`src/rtl/tpu_sequencer.sv`:
```
// Job sequencer for the systolic-array datapath. One job loads a weight slot
// from the weight store, streams num_rows input vectors out of the Unified
// Buffer, then writes the matching results LATENCY cycles after each read.
//
// Handshake: start is a level request taken only in IDLE (a start seen while
// busy is dropped, never queued); abort cancels the job in flight; done is a
// single-cycle pulse in the DONE state. Every strobe is combinational from
// registered state, so reset clears all outputs without waiting for a clock.
module tpu_sequencer #(
    parameter int ADDRESSSIZE      = 10,
    parameter int ADDRESSSIZE_fifo = 2,
    parameter int LATENCY          = 16
) (
    input  logic                        clk,
    input  logic                        rstn,
    input  logic                        start,
    input  logic                        abort,
    input  logic [ADDRESSSIZE-1:0]      num_rows,
    input  logic [ADDRESSSIZE-1:0]      ub_base,
    input  logic [ADDRESSSIZE-1:0]      res_base,
    input  logic [ADDRESSSIZE_fifo-1:0] weight_slot,
    output logic [ADDRESSSIZE_fifo-1:0] fifo_address,
    output logic                        we_rl,
    output logic                        ub_rd_en,
    output logic [ADDRESSSIZE-1:0]      ub_rd_addr,
    output logic                        res_wr_en,
    output logic [ADDRESSSIZE-1:0]      res_wr_addr,
    output logic                        busy,
    output logic                        done
);

    typedef enum logic [2:0] {
        IDLE   = 3'd0,
        WLOAD1 = 3'd1,
        WLOAD2 = 3'd2,
        STREAM = 3'd3,
        DRAIN  = 3'd4,
        DONE   = 3'd5
    } state_e;

    localparam logic [ADDRESSSIZE-1:0] ONE = ADDRESSSIZE'(1);

    state_e                      state_q, state_d;
    logic [ADDRESSSIZE-1:0]      num_rows_q, num_rows_d;
    logic [ADDRESSSIZE-1:0]      ub_base_q, ub_base_d;
    logic [ADDRESSSIZE-1:0]      res_base_q, res_base_d;
    logic [ADDRESSSIZE_fifo-1:0] slot_q, slot_d;
    logic [ADDRESSSIZE-1:0]      rd_idx_q, rd_idx_d;
    logic [ADDRESSSIZE-1:0]      wr_idx_q, wr_idx_d;
    // Bit k set means a UB read issued k+1 cycles ago is still in flight.
    logic [LATENCY-1:0]          vld_q, vld_d;

    // State, latched job parameters, row counters and the valid delay line.
    always_ff @(posedge clk or negedge rstn) begin
        if (!rstn) begin
            state_q    <= IDLE;
            num_rows_q <= '0;
            ub_base_q  <= '0;
            res_base_q <= '0;
            slot_q     <= '0;
            rd_idx_q   <= '0;
            wr_idx_q   <= '0;
            vld_q      <= '0;
        end else begin
            state_q    <= state_d;
            num_rows_q <= num_rows_d;
            ub_base_q  <= ub_base_d;
            res_base_q <= res_base_d;
            slot_q     <= slot_d;
            rd_idx_q   <= rd_idx_d;
            wr_idx_q   <= wr_idx_d;
            vld_q      <= vld_d;
        end
    end

    // Output decode from current state, then next-state and counter updates.
    always_comb begin
        fifo_address = '0;
        we_rl        = 1'b0;
        ub_rd_en     = 1'b0;
        ub_rd_addr   = '0;
        res_wr_en    = 1'b0;
        res_wr_addr  = '0;
        busy         = 1'b0;
        done         = 1'b0;
        state_d      = state_q;
        num_rows_d   = num_rows_q;
        ub_base_d    = ub_base_q;
        res_base_d   = res_base_q;
        slot_d       = slot_q;
        rd_idx_d     = rd_idx_q;
        wr_idx_d     = wr_idx_q;
        vld_d        = vld_q;

        busy  = (state_q != IDLE);
        done  = (state_q == DONE);
        we_rl = (state_q == WLOAD2);
        if (busy) begin
            fifo_address = slot_q;
        end
        // Addresses wrap naturally at the ADDRESSSIZE boundary.
        if (state_q == STREAM) begin
            ub_rd_en   = 1'b1;
            ub_rd_addr = ub_base_q + rd_idx_q;
        end
        res_wr_en = vld_q[LATENCY-1];
        if (res_wr_en) begin
            res_wr_addr = res_base_q + wr_idx_q;
            wr_idx_d    = wr_idx_q + ONE;
        end
        vld_d = {vld_q[LATENCY-2:0], ub_rd_en};

        case (state_q)
            IDLE: begin
                if (start) begin
                    num_rows_d = num_rows;
                    ub_base_d  = ub_base;
                    res_base_d = res_base;
                    slot_d     = weight_slot;
                    rd_idx_d   = '0;
                    wr_idx_d   = '0;
                    state_d    = (num_rows == '0) ? DONE : WLOAD1;
                end
            end
            WLOAD1: state_d = WLOAD2;
            WLOAD2: state_d = STREAM;
            STREAM: begin
                rd_idx_d = rd_idx_q + ONE;
                if (rd_idx_q == num_rows_q - ONE) begin
                    state_d = DRAIN;
                end
            end
            // Leave once at most the oldest entry remains: that write is
            // happening in this very cycle.
            DRAIN: begin
                if (vld_q[LATENCY-2:0] == '0) begin
                    state_d = DONE;
                end
            end
            DONE:    state_d = IDLE;
            default: state_d = IDLE;
        endcase

        if (abort && (state_q != IDLE)) begin
            state_d = IDLE;
            vld_d   = '0;
        end
    end

endmodule

```
`config.mk`:
```
export PLATFORM = sky130hd
export DESIGN_NAME = tpu_sequencer
export DESIGN_NICKNAME = d
export VERILOG_FILES = /design/src/rtl/tpu_sequencer.sv
export SDC_FILE = /design/constraint.sdc
export NUM_CORES = 1
export LEC_CHECK = 0
export BUFFER_PORTS_ARGS = -buffer_cell sky130_fd_sc_hd__buf_2
export CAP_MARGIN = 20
export CORE_MARGIN = 2
export CORE_UTILIZATION = 35
export DETAILED_ROUTE_END_ITERATION = 8
export HOLD_SLACK_MARGIN = 0.15
export PLACE_DENSITY_LB_ADDON = 0.2
export RECOVER_POWER = 100
export SYNTH_ARGS = -nofsm -noshare
export SYNTH_HDL_FRONTEND = slang
export SYNTH_SLANG_ARGS = --single-unit
```
`constraint.sdc`:
```
create_clock -name clk -period 5.6 [get_ports clk]
set_input_delay 1.12 -clock clk [delete_from_list [all_inputs] [get_ports clk]]
set_output_delay 1.12 -clock clk [all_outputs]
set_load 0.05 [all_outputs]
```
Word level (Yosys, flattened, before mapping):

Index checks and enable logic that the tools add are counted.

* $add $sub $neg: 5
* $mul: 0
* div/mod/pow operators: 0
* magnitude comparators: 0
* equality and inequality tests: 10
* shift operators: 0
* multiplexer cells: 16
* bitwise gates (word level): 0
* reduce and logical (&&, ||, !) cells: 9

Operators by type and width (number)
* two-way mux 10 bit: 6
* adder 10 x 1 -> 10 bit, second input constant: 2
* adder 10 bit: 2
* case mux 10 bit (2 select lines): 1
* two-way mux 16 bit: 1
* logical NOT 15 bit: 1
* two-way mux 3 bit: 5
* case mux 3 bit (5 select lines): 1
* == test 10 bit: 1
* logical NOT 10 bit: 1
* subtractor 10 x 1 -> 10 bit, second input constant: 1
* == test 3 x 2 -> 1 bit, second input constant: 2
* == test 3 bit, second input constant: 2
* inequality test 3 bit, second input constant: 2
* AND reduction 2 bit: 2
* == test 3 x 1 -> 1 bit, second input constant: 1
* logical NOT 3 bit: 1
* inequality test 3 x 1 -> 1 bit, second input constant: 1
* AND reduction 3 bit: 1
* nonzero test 3 bit: 1
* two-way mux 2 bit: 1
* inequality test 2 bit, second input constant: 1
* nonzero test 2 bit: 1
* logical AND 1 bit: 1
* two-way mux 1 bit: 1

* flip-flop bits (word level): 71
* bits in latches: 0
* bits in writable memories: 0
* bits in read-only memories: 0
* input bits: 36
* output and inout port bits: 27
* memories: 0

Longest topological paths before layout:

Gate-level depths: netlist of the first run.

* word-level depth: 5
* mapped depth: 8
* depth with buffers taken out: 8

Least setup slack after synthesis of the first run:

OpenSTA, ideal clock, no wires.

* path kind: flip-flop to output port
* start: reg rd_idx_q[0]
* end: out ub_rd_addr[8]
* data arrival time: 2557 ps
* data required time: 4480 ps
* slack: 1923 ps
* cell stages (with the launch flop): 9
* buffers on the path: 0
* cell sequence: dfrtp_1 -> ha_1 -> fa_1 -> a21o_1 -> a21oi_1 -> o21ai_0 -> o41ai_1 -> xor2_1 -> nor2_1

* longest elaborated chain between the ends: 2

Ends and longest elaborated chain
* start: declaration: line 48 `logic [ADDRESSSIZE-1:0] rd_idx_q, rd_idx_d;`
* start signal: assignment: line 70 `rd_idx_q <= rd_idx_d;`
* adder 10 bit: line 104 `ub_rd_addr = ub_base_q + rd_idx_q;`
* two-way mux 10 bit: line 102 `if (state_q == STREAM) begin`
* end: declaration: line 25 `output logic [ADDRESSSIZE-1:0] ub_rd_addr,`

Every way passes these cells.

Final worst setup path of the first run:

* start: reg wr_idx_q[0]
* end: out res_wr_addr[8]

* longest elaborated chain between the ends: 2

Ends and longest elaborated chain
* start: declaration: line 49 `logic [ADDRESSSIZE-1:0] wr_idx_q, wr_idx_d;`
* start signal: assignment: line 71 `wr_idx_q <= wr_idx_d;`
* adder 10 bit: line 108 `res_wr_addr = res_base_q + wr_idx_q;`
* two-way mux 10 bit: line 107 `if (res_wr_en) begin`
* end: declaration: line 27 `output logic [ADDRESSSIZE-1:0] res_wr_addr,`

Every way passes these cells.

==> results of run 1 <==
-- placed cells by master, fill, tap and decap left out, types with 4 or more instances in the layout --
cell type  synthesis  routed
a21o_1             4       4
a21oi_1           11      11
and2_0             0      11
and2_1            32      21
and3_1             5       5
buf_2              2      36
clkbuf_1          15      30
clkbuf_16          0       9
dfrtp_1           71      71
ha_1              21      21
inv_1              8       8
mux2i_1            4       4
nand2_1          117     117
nand3_1           10      10
nand4_1            4       4
nor2_1            35      35
nor3_1             9       9
nor4_1             6       6
o21ai_0           20      20
o31ai_1            4       4
o41ai_1            4       4
xnor2_1           22      22
xor2_1            16      16
-- layout make-up --
type | count | area [um^2] | area share
timing repair buffer | 65 | 293 | 0.0613
sequential | 71 | 1780 | 0.372
inverter | 8 | 30.0 | 0.00629
clock inverter | 5 | 82.6 | 0.0173
multi-input combinational | 364 | 2180 | 0.457
tap | 143 | 179 | 0.0375
clock buffer | 11 | 233 | 0.0487
-- worst max path at each step --
stage / endpoint
2_1_floorplan: ub_rd_addr[8]
3_3_place_gp: res_wr_addr[8]
3_5_place_dp: res_wr_addr[8]
4_1_cts: res_wr_addr[8]
5_1_grt: num_rows_q[7]
6_report: res_wr_addr[8]
-- state kept, by name, summed over array words and instances (netlist names) --
signal,count
num_rows_q,10
rd_idx_q,10
res_base_q,10
slot_q,2
state_q,3
ub_base_q,10
vld_q,16
wr_idx_q,10
-- cell families after synthesis --
| logic type | synth area share |
|---|---|
| simple gates | 0.269 |
| fa+ha+maj | 0.0742 |
| compound gates | 0.103 |
| buf+inv | 0.0236 |
| mux | 0.0135 |
| flops | 0.435 |
| xor+xnor | 0.0816 |
-- power by group --
group | total, mW | internal, mW | switching (mW) | leakage, nW
Combinational | 0.762 | 0.288 | 0.474 | 1.25
Sequential | 0.771 | 0.642 | 0.129 | 0.935
Clock | 0.606 | 0.391 | 0.216 | 0.154
Total | 2.14 | 1.32 | 0.818 | 2.34
-- layer usage --
| metal | track usage | up-vias | wire length [um] |
|---|---|---|---|
| li1 | - | 1674 | - |
| met1 | 0.213 | 1597 | 4440 |
| met2 | 0.241 | 66 | 4070 |
| met3 | 0.0278 | 10 | 330 |
| met4 | 0.0707 | 0 | 182 |
| met5 | 0 | - | 0 |
-- worst reg2reg max path, stage by stage, from the launching register on --
cell	delay, ps
dfrtp_1	460
nor3_1	310
and2_0	720
clkbuf_1	1070
nor2_1	230
o21ai_0	230
o31ai_1	90
==> results by group, run 1 <==
Outcome
  • Outcome: complete, but fails checks
  • Failing checks: max-capacitance violations, max-slew violations

Yosys
  • Main synth FF type: dfrtp_1
  • Yosys top cell area share: 0.435
  • Synth async-reset ratio: 1.00
  • Post-synth top cells: nand2_1 (117), dfrtp_1 (71), nor2_1 (35)
  • Count of different cell masters after synthesis: between 40 and 50
  • EDFF count, synth: 0
  • Post-Syn Area: ~4100 um^2
  • Most frequent cell after synthesis: nand2_1
  • Synthesized Nets: 519
  • Syn avg cell area: 8.87 um^2
  • Sequential cell area fraction in the yosys report: 0.435
  • Cell taking the most area after synthesis: dfrtp_1
  • Mapped Cells: 460
  • Largest cells by area after synthesis: dfrtp_1 (44%), nand2_1 (11%), ha_1 (6.4%)
  • Flop and latch count out of synthesis: 71
  • Yosys Warn Count: 0

Worst setup path
  • CP Class: flop to output port
  • Worst Setup SP: wr_idx_q[0]
  • Required time of the critical path: 4480 ps
  • Buf/Inv on CP: 1
  • CP Data Arrival Time: 3050 ps
  • Reg-to-reg endpoint: rd_idx_q[3]
  • CP Max Fanout: 4
  • Reg2Reg Setup Slack: 2330 ps
  • Startpoint Class: flop
  • Reg2reg path depth: 6
  • Worst setup EP type: output port
  • Worst path max stage delay: 460 ps
  • Crit-path slowest cell: clkbuf_1
  • FF-to-FF Start: state_q[1]
  • Top Family by Delay on Critical Path: compound AO/OA/AOI/OAI gates
  • Crit-path cells: ha_1 -> fa_1 -> a21o_1 -> a21oi_1 -> o21ai_0 -> o41ai_1 -> xnor2_1 -> and2_1 -> clkbuf_1
  • Levels on crit path: 9

Die
  • Row cnt: 39
  • Starting Density: 0.357
  • Die area: 12500 um^2
  • DIE HEIGHT: between 100 and 150 um
  • Core area: between 10000 and 15000 um^2
  • Die W: 112 um
  • # IOs: 63

STA
  • FMAX: between 0.2 and 0.25 GHz
  • Slew Limit Fails: 74
  • Setup ws final: roughly 1400 ps
  • Clock period minus worst slack: around 4200 ps
  • RSZ-0062 raised after global routing: no
  • Least-Margin Pin Slew: 2010 ps
  • Hold WS: 471 ps
  • Worst Skew: 7.97 ps
  • Worst slew margin: -0.338
  • Final setup viols: 0
  • Period utilization: 0.745
  • Setup Total Neg Slack: 0 ps
  • Final hold violation count: 0

Cells and area
  • Diodes inserted: 0
  • Synthesis-to-layout area growth: 17.0%
  • Fin area: 4780 um^2
  • Nets: 578
  • Fin cells: approximately 670
  • Fill count: 1232
  • Layout cells sized above 1: 0.109
  • Utilization after layout: 0.418

Routing
  • Initial DRT Pass Iterations: 5
  • Routed wire per std cell: 13.5 um
  • DRC Markers: 0
  • Drt total wl: 9020 um
  • Initial detailed-routing violation count: about 180
  • Post-route ant nets: 0
  • Via density: around 5.0
  • Vias: 3347

Clocking
  • CTS tree: built
  • H-tree depth: 3
  • Clk pin slew, worst setup/hold paths: ~60 ps
  • Num CTS Buffers: 9
  • Sink Count: 71
  • Setup bufs post-CTS: 0
  • Root Buffer: clkbuf_16
  • Post_cts resized: 0
  • Clock Latency Late Sink: 340 ps
  • Hold-fix buffers, CTS: 0
  • Clk buf depth: 2

Power
  • Leakage: 2.34 nW
  • Worst vdd ir: 0.000228 V
  • Power Total: about 2.1 mW
  • PD cells: 448 nW/um^2

GRT
  • Total GRT Usage: 0.155
  • GRT overflow: 0
  • Vias in the first global route: 3287
  • Largest net degree at the start of global routing: 38
  • First-pass GRT wire length: 15800 um
  • Initial antenna violation count: 0

Job
  • Max cap viols: 2

Hold path
  • Hold Crit Class: flop to flop
  • Depth of the worst hold-timing path: 2
  • Endpoint, Worst Hold: slot_q[1]
  • HP Start: slot_q[1]

Placed design
  • Dpl cells: 651
  • Post-Place Setup Slack: 2000 ps
  • Placer congestion estimate: 0.775
  • Placed Area: 4530 um^2
  • Post-DP HPWL: between 6000 and 7000 um
  • PortBufs: 62
Note: power is estimated with default switching activity, not from simulation.
==> run 2: changes to the inputs <==
clock period = 4 ns   (was 5.6 ns; I/O delays follow)
==> results by group, run 2 (synthesis results as in run 1) <==
Outcome
  • Outcome: complete, but fails checks (unchanged)
  • Failing checks: max-capacitance violations, max-slew violations (unchanged)

STA
  • Setup Total Neg Slack: 0 ps (unchanged)
  • Final hold violation count: 0 (unchanged)
  • Period utilization: 0.923
  • FMAX: around 0.27 GHz
  • RSZ-0062 raised after global routing: no (unchanged)
  • Hold WS: 452 ps (was 471 ps)
  • Worst slew margin: -0.429 (was -0.338)
  • Least-Margin Pin Slew: 2140 ps (was 2010 ps)
  • Final setup viols: 0 (unchanged)
  • Slew Limit Fails: 86 (was 74)
  • Worst Skew: 5.08 ps (was 7.97 ps)
  • Clock period minus worst slack: 3690 ps

Clocking
  • Clk pin slew, worst setup/hold paths: 60 ps (about the same)
  • Clock Latency Late Sink: 330 ps (was 340 ps)
  • Clk buf depth: 2 (unchanged)
  • CTS tree: built (unchanged)
  • Num CTS Buffers: 9 (unchanged)
  • Root Buffer: clkbuf_16 (unchanged)
  • H-tree depth: 3 (unchanged)
  • Sink Count: 71 (unchanged)
  • Post_cts resized: 0 (unchanged)
  • Hold-fix buffers, CTS: 0 (unchanged)
  • Setup bufs post-CTS: 0 (unchanged)

Worst setup path
  • Required time of the critical path: 3200 ps (was 4480 ps)
  • CP Data Arrival Time: 2890 ps (was 3050 ps)
  • CP Max Fanout: 4 (unchanged)
  • CP Class: flop to output port (unchanged)
  • Crit-path slowest cell: dfrtp_1 (was clkbuf_1)
  • Worst path max stage delay: 420 ps (was 460 ps)
  • Crit-path cells: ha_1 -> fa_1 -> a21o_1 -> a21oi_1 -> o21ai_0 -> o41ai_1 -> xnor2_1 -> and2_1 -> clkbuf_2 (was ha_1 -> fa_1 -> a21o_1 -> a21oi_1 -> o21ai_0 -> o41ai_1 -> xnor2_1 -> and2_1 -> clkbuf_1)
  • Worst setup EP type: output port (unchanged)
  • Startpoint Class: flop (unchanged)

Power
  • Worst vdd ir: 0.000398 V (was 0.000228 V)
  • Leakage: 2.32 nW (was 2.34 nW)
  • Switching Share: 0.398 (was 0.383)
  • Internal: 1.72 mW (was 1.32 mW)
  • Comb power frac: 0.371 (was 0.356)
  • P_sw: 1.14 mW (was 0.818 mW)
  • Clock power share: 0.251 (was 0.283)
  • PD cells: 604 nW/um^2 (was 448 nW/um^2)
  • Sequential share of power: 0.378 (was 0.360)

Die
  • Die W: 112 um (unchanged)
  • DIE HEIGHT: 112 um (unchanged)
  • Die area: 12500 um^2 (unchanged)
  • Core area: 11400 um^2 (unchanged)
  • # IOs: 63 (unchanged)
  • Starting Density: 0.357 (unchanged)
  • Row cnt: 39 (unchanged)

Routing
  • Post-route ant nets: 0 (unchanged)
  • DRC Markers: 0 (unchanged)
  • Vias: 3281 (was 3347)
  • Initial detailed-routing violation count: 176 (was 182)
  • Initial DRT Pass Iterations: 4 (was 5)
  • Drt total wl: 8920 um (was 9020 um)
  • Via density: 4.90 (was 5.02)
  • Routed wire per std cell: 13.3 um (was 13.5 um)

Cells and area
  • Synthesis-to-layout area growth: 16.0% (was 17.0%)
  • Reg with most FFs: vld_q (unchanged)
  • Utilization after layout: 0.415 (was 0.418)
  • Max FFs per register: 16 (unchanged)
  • Diodes inserted: 0 (unchanged)
  • Commonest non-fill, non-tap cell in the layout: nand2_1 (unchanged)
  • Layout cells sized above 1: 0.108 (was 0.109)
  • Most frequent cells in the layout: nand2_1 (117), dfrtp_1 (71), nor2_1 (35), buf_2 (35), clkbuf_1 (32) (was nand2_1 (117), dfrtp_1 (71), buf_2 (36))
  • Nets: 580 (was 578)

Hold path
  • Hold Crit Class: primary input to async pin (was flop to flop)

GRT
  • GRT overflow: 0 (unchanged)
  • Total GRT Usage: 0.149 (was 0.155)
  • Largest net degree at the start of global routing: 46 (was 38)
  • Initial antenna violation count: 0 (unchanged)
  • Vias in the first global route: 3192 (was 3287)
  • First-pass GRT wire length: 15300 um (was 15800 um)

Placed design
  • PortBufs: 62 (unchanged)
  • Post-DP HPWL: 6510 um (was 6530 um)
  • Placer congestion estimate: 0.767 (was 0.775)

Job
  • Max cap viols: 2 (unchanged)
[run 2: layer usage]
metal,wire length (um),global-route usage,up-vias
li1,-,-,1681
met1,4490,0.215,1536
met2,3960,0.223,55
met3,351,0.0338,9
met4,125,0.0488,0
met5,0,0,-
[run 2: per-stage QoR]
stage          instances  power [mW]  worst slack [ps]  instance area [um^2]
2_1_floorplan        460        1.92               643                  4080
3_3_place_gp         652        2.17               774                  4530
3_5_place_dp         653        2.20               723                  4550
4_1_cts              669        2.93               323                  4820
5_1_grt              669        3.08               103                  4730
6_report             669        2.86               308                  4730
[run 2: area by class of cell]
| class | count | area [um^2] |
|---|---|---|
| multi-input combinational | 364 | 2180 |
| clock buffer | 11 | 233 |
| sequential | 71 | 1780 |
| clock inverter | 5 | 35.0 |
| timing repair buffer | 67 | 298 |
| fill | 1183 | 6690 |
| inverter | 8 | 30.0 |
| tap | 143 | 179 |
[run 2: worst max-delay path, delay by kind of cell, from the launching register on]
| kind | cells | cell delay, ps |
|---|---|---|
| buffers and inverters | 1 | 270 |
| AND/OR/NAND/NOR | 1 | 130 |
| AO/OA/AOI/OAI | 4 | 950 |
| flip-flops | 1 | 420 |
| XOR/XNOR | 1 | 160 |
| adder cells (fa/ha/maj) | 2 | 630 |
[run 2: path summary, 6_finish.rpt]
path	to	from	slack (ps)	cells past startpoint
setup / recovery	res_wr_addr[8]	wr_idx_q[0]	310	9
hold / removal	vld_q[0]	rstn	450	1
setup reg to reg	rd_idx_q[3]	state_q[1]	750	6
hold reg to reg	slot_q[1]	slot_q[1]	460	2
max in group asynchronous	num_rows_q[1]	rstn	1020	3
min in group clk	slot_q[1]	slot_q[1]	460	2
[run 2: power groups by stage]
stage	Sequential, mW	Clock [mW]	Combinational (mW)
5_1_grt	1.11	0.771	1.20
2_1_floorplan	1.03	0	0.889
4_1_cts	1.09	0.741	1.10
3_5_place_dp	1.10	0	1.10
6_report	1.08	0.717	1.06
3_3_place_gp	1.09	0	1.08
==> run 3: changes to the inputs <==
MAX_ROUTING_LAYER = met4   (was not set)
SKIP_LAST_GASP = 1   (was not set)
==> results by group, run 3 (synthesis results as in run 1) <==
Clocking
  • Post_cts resized: 0 (unchanged)
  • CTS tree: built (unchanged)
  • Num CTS Buffers: 9 (unchanged)
  • Clock Latency Late Sink: 330 ps (about the same)
  • Clk buf depth: 2 (unchanged)
  • Sink Count: 71 (unchanged)
  • Clk pin slew, worst setup/hold paths: 60 ps (about the same)
  • Setup bufs post-CTS: 0 (unchanged)
  • Hold-fix buffers, CTS: 0 (unchanged)
  • H-tree depth: 3 (unchanged)
  • Root Buffer: clkbuf_16 (unchanged)

Job
  • Max cap viols: 2 (unchanged)

Power
  • Switching Share: 0.398 (about the same)
  • Leakage: 2.32 nW (unchanged)
  • Clock power share: 0.251 (about the same)
  • Power Total: 2.86 mW (about the same)
  • Worst vdd ir: 0.000400 V (was 0.000398 V)
  • P_sw: 1.14 mW (about the same)
  • Comb power frac: 0.371 (about the same)
  • Sequential share of power: 0.377 (was 0.378)
  • PD cells: 604 nW/um^2 (about the same)
  • Internal: 1.72 mW (about the same)

Routing
  • Vias: 3282 (was 3281)
  • Initial DRT Pass Iterations: 4 (unchanged)
  • Initial detailed-routing violation count: 192 (was 176)
  • Post-route ant nets: 0 (unchanged)
  • Drt total wl: 8920 um (about the same)
  • Via density: 4.91 (was 4.90)
  • DRC Markers: 0 (unchanged)
  • Routed wire per std cell: 13.3 um (about the same)

Outcome
  • Outcome: complete, but fails checks (unchanged)
  • Failing checks: max-capacitance violations, max-slew violations (unchanged)

Worst setup path
  • Startpoint Class: flop (unchanged)
  • Crit-path slowest cell: dfrtp_1 (unchanged)
  • Top Family by Delay on Critical Path: compound AO/OA/AOI/OAI gates (unchanged)
  • Required time of the critical path: 3200 ps (about the same)
  • Crit-path cells: ha_1 -> fa_1 -> a21o_1 -> a21oi_1 -> o21ai_0 -> o41ai_1 -> xnor2_1 -> and2_1 -> clkbuf_2 (unchanged)
  • CP Max Fanout: 4 (unchanged)
  • CP Class: flop to output port (unchanged)
  • CP Data Arrival Time: 2890 ps (about the same)
  • Worst setup EP type: output port (unchanged)
  • Worst path max stage delay: 420 ps (about the same)
  • Buf/Inv on CP: 1 (unchanged)

Placed design
  • Post-DP HPWL: 6510 um (unchanged)
  • PortBufs: 62 (unchanged)
  • Placer congestion estimate: 0.777 (was 0.767)
  • Placed Area: 4550 um^2 (unchanged)

STA
  • Clock period minus worst slack: 3690 ps (about the same)
  • Setup Total Neg Slack: 0 ps (unchanged)
  • Final setup viols: 0 (unchanged)
  • FMAX: 0.271 GHz (about the same)
  • Final hold violation count: 0 (unchanged)
  • Slew Limit Fails: 86 (unchanged)
  • Period utilization: 0.923 (about the same)
  • Hold WS: 452 ps (about the same)
  • Least-Margin Pin Slew: 2130 ps (was 2140 ps)
  • RSZ-0062 raised after global routing: no (unchanged)
  • Worst Skew: 4.99 ps (was 5.08 ps)
  • Worst slew margin: -0.421 (was -0.429)

Cells and area
  • Synthesis-to-layout area growth: 16.0% (unchanged)
  • Diodes inserted: 0 (unchanged)
  • Fin area: 4730 um^2 (unchanged)
  • Nets: 580 (unchanged)
  • Fill count: 1183 (unchanged)
  • Commonest non-fill, non-tap cell in the layout: nand2_1 (unchanged)
  • Reg with most FFs: vld_q (unchanged)
  • Most frequent cells in the layout: nand2_1 (117), dfrtp_1 (71), nor2_1 (35), buf_2 (35), clkbuf_1 (32) (unchanged)
  • Max FFs per register: 16 (unchanged)
  • Layout cells sized above 1: 0.108 (unchanged)

Die
  • Core area: 11400 um^2 (unchanged)
  • DIE HEIGHT: 112 um (unchanged)
  • Row cnt: 39 (unchanged)
  • # IOs: 63 (unchanged)
  • Die area: 12500 um^2 (unchanged)
  • Starting Density: 0.357 (unchanged)
  • Die W: 112 um (unchanged)

GRT
  • Initial antenna violation count: 0 (unchanged)
  • First-pass GRT wire length: 15300 um (about the same)
  • GRT overflow: 0 (unchanged)
  • Largest net degree at the start of global routing: 46 (unchanged)
  • Total GRT Usage: 0.154 (was 0.149)
  • Vias in the first global route: 3183 (was 3192)

Hold path
  • Hold Crit Class: primary input to async pin (unchanged)
[run 3: cell counts in the layout (fill, tap and decap cells not counted)]
No cell type changed its count.
[run 3: area by class of cell]
cell class / instances / area, um^2 / share of cell area
tap: 143 / 179 / 0.0378
clock buffer: 11 / 233 / 0.0492
inverter: 8 / 30.0 / 0.00634
timing repair buffer: 67 / 298 / 0.0629
clock inverter: 5 / 35.0 / 0.00740
sequential: 71 / 1780 / 0.375
multi-input combinational: 364 / 2180 / 0.461
[run 3: path summary, 6_finish.rpt]
kind                            slack (ps)  depth (start not counted)        start             end
worst max-delay path                   310                          9  wr_idx_q[0]  res_wr_addr[8]
worst min-delay path                   450                          1         rstn        vld_q[3]
worst max register to register         750                          6   state_q[1]     rd_idx_q[3]
worst min register to register         460                          2    slot_q[1]       slot_q[1]
max in group asynchronous             1030                          3         rstn   num_rows_q[1]
min in group clk                       460                          2    slot_q[1]       slot_q[1]
[run 3: power by group through the flow]
stage / clock network [mW] / logic (mW) / registers [mW]
after floorplan: 0 / 0.889 / 1.03
after global placement: 0 / 1.08 / 1.09
after detailed placement: 0 / 1.10 / 1.10
after CTS: 0.741 / 1.10 / 1.09
after global routing: 0.773 / 1.20 / 1.11
final: 0.718 / 1.06 / 1.08
[run 3: metrics by stage]
stage	util	setup WS, ps	cells
global placement	0.397	774	652
global route	0.415	103	669
detailed placement	0.399	723	653
finish	0.415	308	669
floorplan	-	643	460
CTS	0.422	323	669
[run 3: layer usage]
layer / part of all wire / track usage / up-vias
li1: - / - / 1683
met1: 0.50 / 0.217 / 1529
met2: 0.44 / 0.222 / 59
met3: 0.042 / 0.0332 / 11
met4: 0.015 / 0.0488 / 0
met5: 0 / - / -
